<file path="src/rtl/cache_ctrl_if.sv">
// CPU request/response, tag array, dirty/LRU and AXI-master signals
// shared between the cache controller and its environment.
interface cache_ctrl_if #(
  parameter int ADDR_SIZE  = 32,
  parameter int BLOCK_SIZE = 6,
  parameter int INDEX_SIZE = 7,
  parameter int CNT_W      = 32
);
  localparam int TAG_SIZE = ADDR_SIZE - BLOCK_SIZE - INDEX_SIZE;

  logic                  cpu_req_valid;
  logic                  cpu_req_ready;
  logic                  cpu_req_we;
  logic [ADDR_SIZE-1:0]  cpu_req_addr;
  logic                  cpu_resp_valid;
  logic                  cpu_resp_hit;
  logic [TAG_SIZE-1:0]   tag_o;
  logic [INDEX_SIZE-1:0] index_o;
  logic [2:0]            tag_replace;
  logic                  tag_match;
  logic                  tag_valid;
  logic                  victim_dirty;
  logic                  dirty_set;
  logic                  dirty_clr;
  logic                  lru_update;
  logic                  mem_wr_valid;
  logic                  mem_rd_valid;
  logic                  mem_req_ready;
  logic                  mem_done;
  logic [CNT_W-1:0]      hit_cnt;
  logic [CNT_W-1:0]      miss_cnt;
  logic [CNT_W-1:0]      wb_cnt;

  modport slave (
    input  cpu_req_valid, cpu_req_we, cpu_req_addr,
    input  tag_match, tag_valid, victim_dirty,
    input  mem_req_ready, mem_done,
    output cpu_req_ready, cpu_resp_valid, cpu_resp_hit,
    output tag_o, index_o, tag_replace,
    output dirty_set, dirty_clr, lru_update,
    output mem_wr_valid, mem_rd_valid,
    output hit_cnt, miss_cnt, wb_cnt
  );

  modport master (
    output cpu_req_valid, cpu_req_we, cpu_req_addr,
    output tag_match, tag_valid, victim_dirty,
    output mem_req_ready, mem_done,
    input  cpu_req_ready, cpu_resp_valid, cpu_resp_hit,
    input  tag_o, index_o, tag_replace,
    input  dirty_set, dirty_clr, lru_update,
    input  mem_wr_valid, mem_rd_valid,
    input  hit_cnt, miss_cnt, wb_cnt
  );
endinterface

</file>
<file path="src/rtl/cache_ctrl.sv">
// Lookup/miss sequencing FSM for one set-associative cache path:
// lookup, write-back, fill, install, with hit/miss/write-back counters.
module cache_ctrl #(
  parameter int ADDR_SIZE  = 32,
  parameter int BLOCK_SIZE = 6,
  parameter int INDEX_SIZE = 7,
  parameter int CNT_W      = 32
) (
  input logic        clk,
  input logic        rst,
  cache_ctrl_if.slave bus
);
  localparam int TAG_SIZE = ADDR_SIZE - BLOCK_SIZE - INDEX_SIZE;
  localparam int LA_W     = ADDR_SIZE - BLOCK_SIZE;

  typedef enum logic [3:0] {
    INIT, IDLE, LOOKUP,
    WB_ADDR, WB_REQ, WB_WAIT,
    FILL_ADDR, FILL_REQ, FILL_WAIT,
    INSTALL, RESP
  } state_t;

  state_t           state_q, state_d;
  logic [LA_W-1:0]  addr_q, addr_d;
  logic             we_q, we_d;
  logic             hit_q, hit_d;
  logic [CNT_W-1:0] hit_cnt_q, hit_cnt_d;
  logic [CNT_W-1:0] miss_cnt_q, miss_cnt_d;
  logic [CNT_W-1:0] wb_cnt_q, wb_cnt_d;
  logic             hit;
  logic [BLOCK_SIZE-1:0] unused_off;

  assign unused_off = bus.cpu_req_addr[BLOCK_SIZE-1:0];
  assign hit        = bus.tag_match & bus.tag_valid;

  function automatic logic [CNT_W-1:0] sat_inc(
    input logic [CNT_W-1:0] v
  );
    sat_inc = (&v) ? v : v + CNT_W'(1);
  endfunction

  always_comb begin
    state_d    = state_q;
    addr_d     = addr_q;
    we_d       = we_q;
    hit_d      = hit_q;
    hit_cnt_d  = hit_cnt_q;
    miss_cnt_d = miss_cnt_q;
    wb_cnt_d   = wb_cnt_q;
    unique case (state_q)
      INIT: state_d = IDLE;
      IDLE: begin
        if (bus.cpu_req_valid) begin
          addr_d  = bus.cpu_req_addr[ADDR_SIZE-1:BLOCK_SIZE];
          we_d    = bus.cpu_req_we;
          state_d = LOOKUP;
        end
      end
      LOOKUP: begin
        hit_d = hit;
        if (hit) begin
          hit_cnt_d = sat_inc(hit_cnt_q);
          state_d   = RESP;
        end else begin
          miss_cnt_d = sat_inc(miss_cnt_q);
          // an invalid way holds nothing worth writing back
          state_d = (bus.tag_valid && bus.victim_dirty) ?
                    WB_ADDR : FILL_ADDR;
        end
      end
      WB_ADDR: state_d = WB_REQ;
      WB_REQ: begin
        if (bus.mem_req_ready) begin
          wb_cnt_d = sat_inc(wb_cnt_q);
          state_d  = WB_WAIT;
        end
      end
      WB_WAIT:   if (bus.mem_done) state_d = FILL_ADDR;
      FILL_ADDR: state_d = FILL_REQ;
      FILL_REQ:  if (bus.mem_req_ready) state_d = FILL_WAIT;
      FILL_WAIT: if (bus.mem_done) state_d = INSTALL;
      INSTALL:   state_d = RESP;
      RESP:      state_d = IDLE;
      default:   state_d = INIT;
    endcase
  end

  always_ff @(posedge clk) begin
    if (rst) begin
      state_q    <= INIT;
      we_q       <= 1'b0;
      hit_q      <= 1'b0;
      hit_cnt_q  <= '0;
      miss_cnt_q <= '0;
      wb_cnt_q   <= '0;
    end else begin
      state_q    <= state_d;
      we_q       <= we_d;
      hit_q      <= hit_d;
      hit_cnt_q  <= hit_cnt_d;
      miss_cnt_q <= miss_cnt_d;
      wb_cnt_q   <= wb_cnt_d;
    end
  end

  // latched address survives reset so the tag array inputs stay put
  always_ff @(posedge clk) begin
    if (!rst) addr_q <= addr_d;
  end

  assign bus.tag_o    = addr_q[LA_W-1 -: TAG_SIZE];
  assign bus.index_o  = addr_q[INDEX_SIZE-1:0];
  assign bus.hit_cnt  = hit_cnt_q;
  assign bus.miss_cnt = miss_cnt_q;
  assign bus.wb_cnt   = wb_cnt_q;

  always_comb begin
    bus.cpu_req_ready  = 1'b0;
    bus.cpu_resp_valid = 1'b0;
    bus.cpu_resp_hit   = 1'b0;
    bus.tag_replace    = 3'b111;
    bus.dirty_set      = 1'b0;
    bus.dirty_clr      = 1'b0;
    bus.lru_update     = 1'b0;
    bus.mem_wr_valid   = 1'b0;
    bus.mem_rd_valid   = 1'b0;
    if (!rst) begin
      unique case (state_q)
        INIT: bus.tag_replace = 3'b000;
        IDLE: bus.cpu_req_ready = 1'b1;
        LOOKUP: begin
          bus.lru_update = hit;
          bus.dirty_set  = hit & we_q;
        end
        WB_ADDR:   bus.tag_replace  = 3'b010;
        WB_REQ:    bus.mem_wr_valid = 1'b1;
        FILL_ADDR: bus.tag_replace  = 3'b011;
        FILL_REQ:  bus.mem_rd_valid = 1'b1;
        INSTALL: begin
          bus.tag_replace = 3'b001;
          bus.lru_update  = 1'b1;
          bus.dirty_set   = we_q;
          bus.dirty_clr   = ~we_q;
        end
        RESP: begin
          bus.cpu_resp_valid = 1'b1;
          bus.cpu_resp_hit   = hit_q;
        end
        default: ;
      endcase
    end
  end
endmodule

</file>
<file path="src/flat_wrapper.sv">
// flat-port wrapper written by rule: the top's interface ports become plain ports
module cache_ctrl_flat 
#(
  parameter int ADDR_SIZE  = 32,
  parameter int BLOCK_SIZE = 6,
  parameter int INDEX_SIZE = 7,
  parameter int CNT_W      = 32
)
  (clk, rst, bus_cpu_req_valid, bus_cpu_req_we, bus_cpu_req_addr, bus_tag_match, bus_tag_valid, bus_victim_dirty, bus_mem_req_ready, bus_mem_done, bus_cpu_req_ready, bus_cpu_resp_valid, bus_cpu_resp_hit, bus_tag_o, bus_index_o, bus_tag_replace, bus_dirty_set, bus_dirty_clr, bus_lru_update, bus_mem_wr_valid, bus_mem_rd_valid, bus_hit_cnt, bus_miss_cnt, bus_wb_cnt);
  cache_ctrl_if #(.ADDR_SIZE(ADDR_SIZE), .BLOCK_SIZE(BLOCK_SIZE), .INDEX_SIZE(INDEX_SIZE), .CNT_W(CNT_W)) bus_i ();
  input logic clk;
  input logic rst;
  input wire logic [$bits(bus_i.cpu_req_valid)-1:0] bus_cpu_req_valid;
  input wire logic [$bits(bus_i.cpu_req_we)-1:0] bus_cpu_req_we;
  input wire logic [$bits(bus_i.cpu_req_addr)-1:0] bus_cpu_req_addr;
  input wire logic [$bits(bus_i.tag_match)-1:0] bus_tag_match;
  input wire logic [$bits(bus_i.tag_valid)-1:0] bus_tag_valid;
  input wire logic [$bits(bus_i.victim_dirty)-1:0] bus_victim_dirty;
  input wire logic [$bits(bus_i.mem_req_ready)-1:0] bus_mem_req_ready;
  input wire logic [$bits(bus_i.mem_done)-1:0] bus_mem_done;
  output wire logic [$bits(bus_i.cpu_req_ready)-1:0] bus_cpu_req_ready;
  output wire logic [$bits(bus_i.cpu_resp_valid)-1:0] bus_cpu_resp_valid;
  output wire logic [$bits(bus_i.cpu_resp_hit)-1:0] bus_cpu_resp_hit;
  output wire logic [$bits(bus_i.tag_o)-1:0] bus_tag_o;
  output wire logic [$bits(bus_i.index_o)-1:0] bus_index_o;
  output wire logic [$bits(bus_i.tag_replace)-1:0] bus_tag_replace;
  output wire logic [$bits(bus_i.dirty_set)-1:0] bus_dirty_set;
  output wire logic [$bits(bus_i.dirty_clr)-1:0] bus_dirty_clr;
  output wire logic [$bits(bus_i.lru_update)-1:0] bus_lru_update;
  output wire logic [$bits(bus_i.mem_wr_valid)-1:0] bus_mem_wr_valid;
  output wire logic [$bits(bus_i.mem_rd_valid)-1:0] bus_mem_rd_valid;
  output wire logic [$bits(bus_i.hit_cnt)-1:0] bus_hit_cnt;
  output wire logic [$bits(bus_i.miss_cnt)-1:0] bus_miss_cnt;
  output wire logic [$bits(bus_i.wb_cnt)-1:0] bus_wb_cnt;
  assign bus_i.cpu_req_valid = bus_cpu_req_valid;
  assign bus_i.cpu_req_we = bus_cpu_req_we;
  assign bus_i.cpu_req_addr = bus_cpu_req_addr;
  assign bus_i.tag_match = bus_tag_match;
  assign bus_i.tag_valid = bus_tag_valid;
  assign bus_i.victim_dirty = bus_victim_dirty;
  assign bus_i.mem_req_ready = bus_mem_req_ready;
  assign bus_i.mem_done = bus_mem_done;
  assign bus_cpu_req_ready = bus_i.cpu_req_ready;
  assign bus_cpu_resp_valid = bus_i.cpu_resp_valid;
  assign bus_cpu_resp_hit = bus_i.cpu_resp_hit;
  assign bus_tag_o = bus_i.tag_o;
  assign bus_index_o = bus_i.index_o;
  assign bus_tag_replace = bus_i.tag_replace;
  assign bus_dirty_set = bus_i.dirty_set;
  assign bus_dirty_clr = bus_i.dirty_clr;
  assign bus_lru_update = bus_i.lru_update;
  assign bus_mem_wr_valid = bus_i.mem_wr_valid;
  assign bus_mem_rd_valid = bus_i.mem_rd_valid;
  assign bus_hit_cnt = bus_i.hit_cnt;
  assign bus_miss_cnt = bus_i.miss_cnt;
  assign bus_wb_cnt = bus_i.wb_cnt;
  cache_ctrl #(.ADDR_SIZE(ADDR_SIZE), .BLOCK_SIZE(BLOCK_SIZE), .INDEX_SIZE(INDEX_SIZE), .CNT_W(CNT_W)) u_core (.clk(clk), .rst(rst), .bus(bus_i));
endmodule
</file>
<file path="config.mk">
export PLATFORM = sky130hd
export DESIGN_NAME = cache_ctrl_flat
export DESIGN_NICKNAME = d
export VERILOG_FILES = /design/src/rtl/cache_ctrl_if.sv /design/src/rtl/cache_ctrl.sv /design/src/flat_wrapper.sv
export SDC_FILE = /design/constraint.sdc
export NUM_CORES = 1
export LEC_CHECK = 0
export BUFFER_PORTS_ARGS = -buffer_cell sky130_fd_sc_hd__buf_4
export CAP_MARGIN = 20
export CELL_PAD_IN_SITES_DETAIL_PLACEMENT = 1
export CELL_PAD_IN_SITES_GLOBAL_PLACEMENT = 2
export CORE_MARGIN = 1.5
export CORE_UTILIZATION = 30
export DETAILED_ROUTE_END_ITERATION = 10
export HOLD_SLACK_MARGIN = 0.06
export PLACE_DENSITY_LB_ADDON = 0.08
export SLEW_MARGIN = 25
export SYNTH_ARGS = -nofsm -noshare
export SYNTH_HDL_FRONTEND = slang
export SYNTH_SLANG_ARGS = --single-unit
</file>
<file path="constraint.sdc">
create_clock -name clk -period 5.6 [get_ports clk]
set_clock_uncertainty 0.05 [all_clocks]
set_input_delay 0.56 -clock clk [delete_from_list [all_inputs] [get_ports clk]]
set_output_delay 0.56 -clock clk [all_outputs]
set_load 0.02 [all_outputs]
</file>
==> impl_metrics.json <==
{
  "maxCapViolCount": 0,
  "holdWs_ns": 0.2609,
  "core_um2": 20300,
  "peakVddDrop_mv": 0.2258,
  "slowest_stage": "or3_1",
  "status": "finished clean",
  "synth_top_cell_by_area": "dfxtp_1",
  "grt_usage_pct": 18.72,
  "cts_tree": "yes",
  "dp_hpwl_um": 14260,
  "hp-class": "input port to register",
  "rsz0062_at_grt": "no",
  "reg2reg_to": "u_core.bus.hit_cnt[21]",
  "synth.most_common_cell": "dfxtp_1",
  "p_per_area_nw_per_um2": 306.5,
  "worst_pin_slew_ns": 0.8567,
  "gp_congestion": 0.7577,
  "wire_per_inst_um": 17.50,
  "worstRegToRegCells": 5,
  "ff2ff_setup_slack_ns": 2.50,
  "dp.cells": 1107,
  "critical_path.max_stage_delay_ns": 0.73,
  "final_max_slew_viol_count": 0,
  "drive_above_1_share_pct": 26.24,
  "period_minus_slack_ns": 3.102,
  "clkSinkCount": 128,
  "period_share_pct": 55.39,
  "yosysWarnings": 0,
  "ctsResizeCount": 0,
  "required_ns": 5.90,
  "port_buffers": 167,
  "crit_chain": "nor4b_1, nand4_1, or3_1, or4_1, a21oi_1",
  "placed_area_um2": 7695,
  "syn_area_um2": 6222,
  "ys_seq_area_share_pct": 45.36,
  "synth.avg_cell_area_um2": 8.813,
  "synth_cell_types": 54,
  "grt_overflow": 0,
  "worstSetupPathType": "register to register",
  "synthToLayoutAreaGrowth_pct": 34.26,
  "ys.flop_type": "dfxtp_1",
  "hold_buffers": 0,
  "vias": 6110,
  "critPathCaptureType": "register",
  "cp_max_fo": 19,
  "numCtsBuffers": 17,
  "grt_pass1_vias": 6173,
  "worst_ep_arrival_time_ns": 3.40,
  "leakage_nw": 2.915,
  "min_from": "bus_cpu_req_addr[18]",
  "fin_cells": 1139,
  "yosys-mux-area-fraction_pct": 1.850,
  "io_pins": 174,
  "synthSimpleGateAreaFrac_pct": 28.35,
  "ant_nets": 0,
  "synthTopCellsByArea": "dfxtp_1 33%, edfxtp_1 13%, a21oi_1 5.5%",
  "whs_path_depth": 1,
  "fp.dieW_um": 147.0,
  "grt_pass1_wl_um": 32590,
  "htreeDepth": 4,
  "drc_errors": 0,
  "r2r_start": "u_core.state_q[1]",
  "setup_viol": 0,
  "synth_compound_area_share_pct": 16.59,
  "die_h_um": 147.0,
  "stdcell_area_um2": 8354,
  "clk_latency_ns": 0.43,
  "drtIter0Drc": 245,
  "root_buffer": "clkbuf_16",
  "rows": 52,
  "synth_seq_cells": 128,
  "synth-xor-area-share_pct": 3.378,
  "vias_per_cell": 5.364,
  "n_antenna_cell": 0,
  "hold_viol": 0,
  "grt_max_degree": 61,
  "nNetsFinal": 900,
  "initial_core_util_pct": 30.65,
  "clk_pin_slew_ns": 0.06,
  "antenna_found_initial": 0,
  "synth_common_cells": "102 x dfxtp_1, 69 x a21oi_1, 55 x nand2_1, 49 x nor2_1, 43 x or4_1",
  "die_area_um2": 21610,
  "postSynthCellCount": 706,
  "async_reset_ff_share_pct": 0,
  "syn-num-nets": 750,
  "post_cts_buffers": 0,
  "hold_path_end": "u_core.addr_q[12]",
  "slew_headroom_pct": 42.45,
  "start_kind": "register",
  "fmax_ghz": 0.3224,
  "routed_wl_um": 19930,
  "cts_buffer_depth": 2,
  "synth.top_cell.area_share_pct": 32.82,
  "synth-edff-count": 26,
  "synth_top_family_by_area": "simple AND/OR/NAND/NOR gates",
  "drtPass1Iterations": 4,
  "setup_tns_ns": 0,
  "synth_fa_ha_area_share_pct": 0.6033
}
[cell usage in the layout, fill, tap and decap left out, drive strengths merged, types with 3 or more instances in the layout]
cell type | synthesis | final
a21oi | 69 | 69
bufinv | 0 | 4
o311ai | 4 | 4
inv | 20 | 23
clkbuf | 33 | 17
a211oi | 3 | 3
xnor2 | 12 | 12
buf | 7 | 171
or2 | 10 | 10
and3 | 4 | 4
clkinvlp | 0 | 3
or4b | 3 | 3
nand3 | 22 | 22
ha | 3 | 3
nand4 | 33 | 33
nor4 | 14 | 14
dfxtp | 102 | 102
nand2 | 55 | 55
o21ai | 30 | 30
nor2b | 5 | 5
nor2 | 49 | 49
xor2 | 12 | 12
mux2 | 4 | 4
or4 | 45 | 45
edfxtp | 26 | 26
o31ai | 38 | 38
o2111ai | 5 | 5
a31oi | 4 | 4
and4 | 9 | 9
clkinv | 0 | 5
mux2i | 7 | 7
and2 | 9 | 9
or3 | 29 | 29
nor3 | 17 | 17
[metrics by stage]
| stage | util (%) | power [W] | setup WS [ns] |
|---|---|---|---|
| floorplan | - | 0.001248 | 2.328 |
| detailed placement | 37.91 | 0.001373 | 2.462 |
| global placement | 37.88 | 0.001366 | 2.477 |
| CTS | 41.03 | 0.002589 | 2.437 |
| global route | 41.16 | 0.002668 | 2.172 |
| finish | 41.16 | 0.002561 | 2.498 |
[worst max-delay path, delay by kind of cell (launching register included)]
kind | cells | cell delay (ns)
simple gates | 4 | 2.19
flops | 1 | 0.64
compound gates | 1 | 0.15
[power breakdown]
group	internal (W)	switching, W	leakage (nW)
logic	0.000129	0.000188	1.56
registers	0.000980	0.0000539	1.06
clock network	0.000750	0.000460	0.300
[flip-flops by register name, indices dropped and copies added, names as in the netlist]
signal / flops
u_core.bus.hit_cnt: 32
u_core.bus.miss_cnt: 32
u_core.bus.wb_cnt: 32
u_core.addr_q: 26
u_core.hit_q: 1
u_core.state_q: 4
u_core.we_q: 1
[layer usage]
| layer | wire length, µm | vias to the layer above | global-route usage, % | share of wire [%] |
|---|---|---|---|---|
| li1 | - | 2984 | - | - |
| met1 | 9232 | 3010 | 23.98 | 46 |
| met2 | 9919 | 100 | 31.96 | 50 |
| met3 | 561 | 16 | 3.975 | 2.8 |
| met4 | 218 | 0 | 4.900 | 1.1 |
| met5 | 0 | - | 0 | 0 |
[how the worst max path moves through the flow]
stage	start	end	slack (ns)	cells past startpoint
floorplan	rst	u_core.addr_q[0]	2.33	3
global placement	u_core.bus.miss_cnt[4]	u_core.bus.miss_cnt[12]	2.48	5
detailed placement	u_core.bus.wb_cnt[13]	u_core.bus.wb_cnt[25]	2.46	6
CTS	u_core.bus.wb_cnt[21]	u_core.bus.wb_cnt[25]	2.44	6
global route	u_core.state_q[1]	u_core.bus.hit_cnt[21]	2.17	5
finish	u_core.state_q[1]	u_core.bus.hit_cnt[21]	2.50	5
[logic make-up (layout without fill, tap and decap cells)]
logic type,Yosys count,after routing
simple gates,312,312
compound gates,168,168
flops,128,128
buf+inv,60,223
xor+xnor,24,24
mux,11,11
fa+ha+maj,3,3
[layout make-up]
class / instances / area (µm²)
multi-input cells: 518 / 3201
clock inverters: 15 / 209.0
inverters: 20 / 75.07
fillers: 2396 / 11950
clock buffers: 17 / 425.4
flip-flops and latches: 128 / 2823
well taps: 270 / 337.8
repair buffers: 171 / 1284
Power figures use the tool's default switching activity.
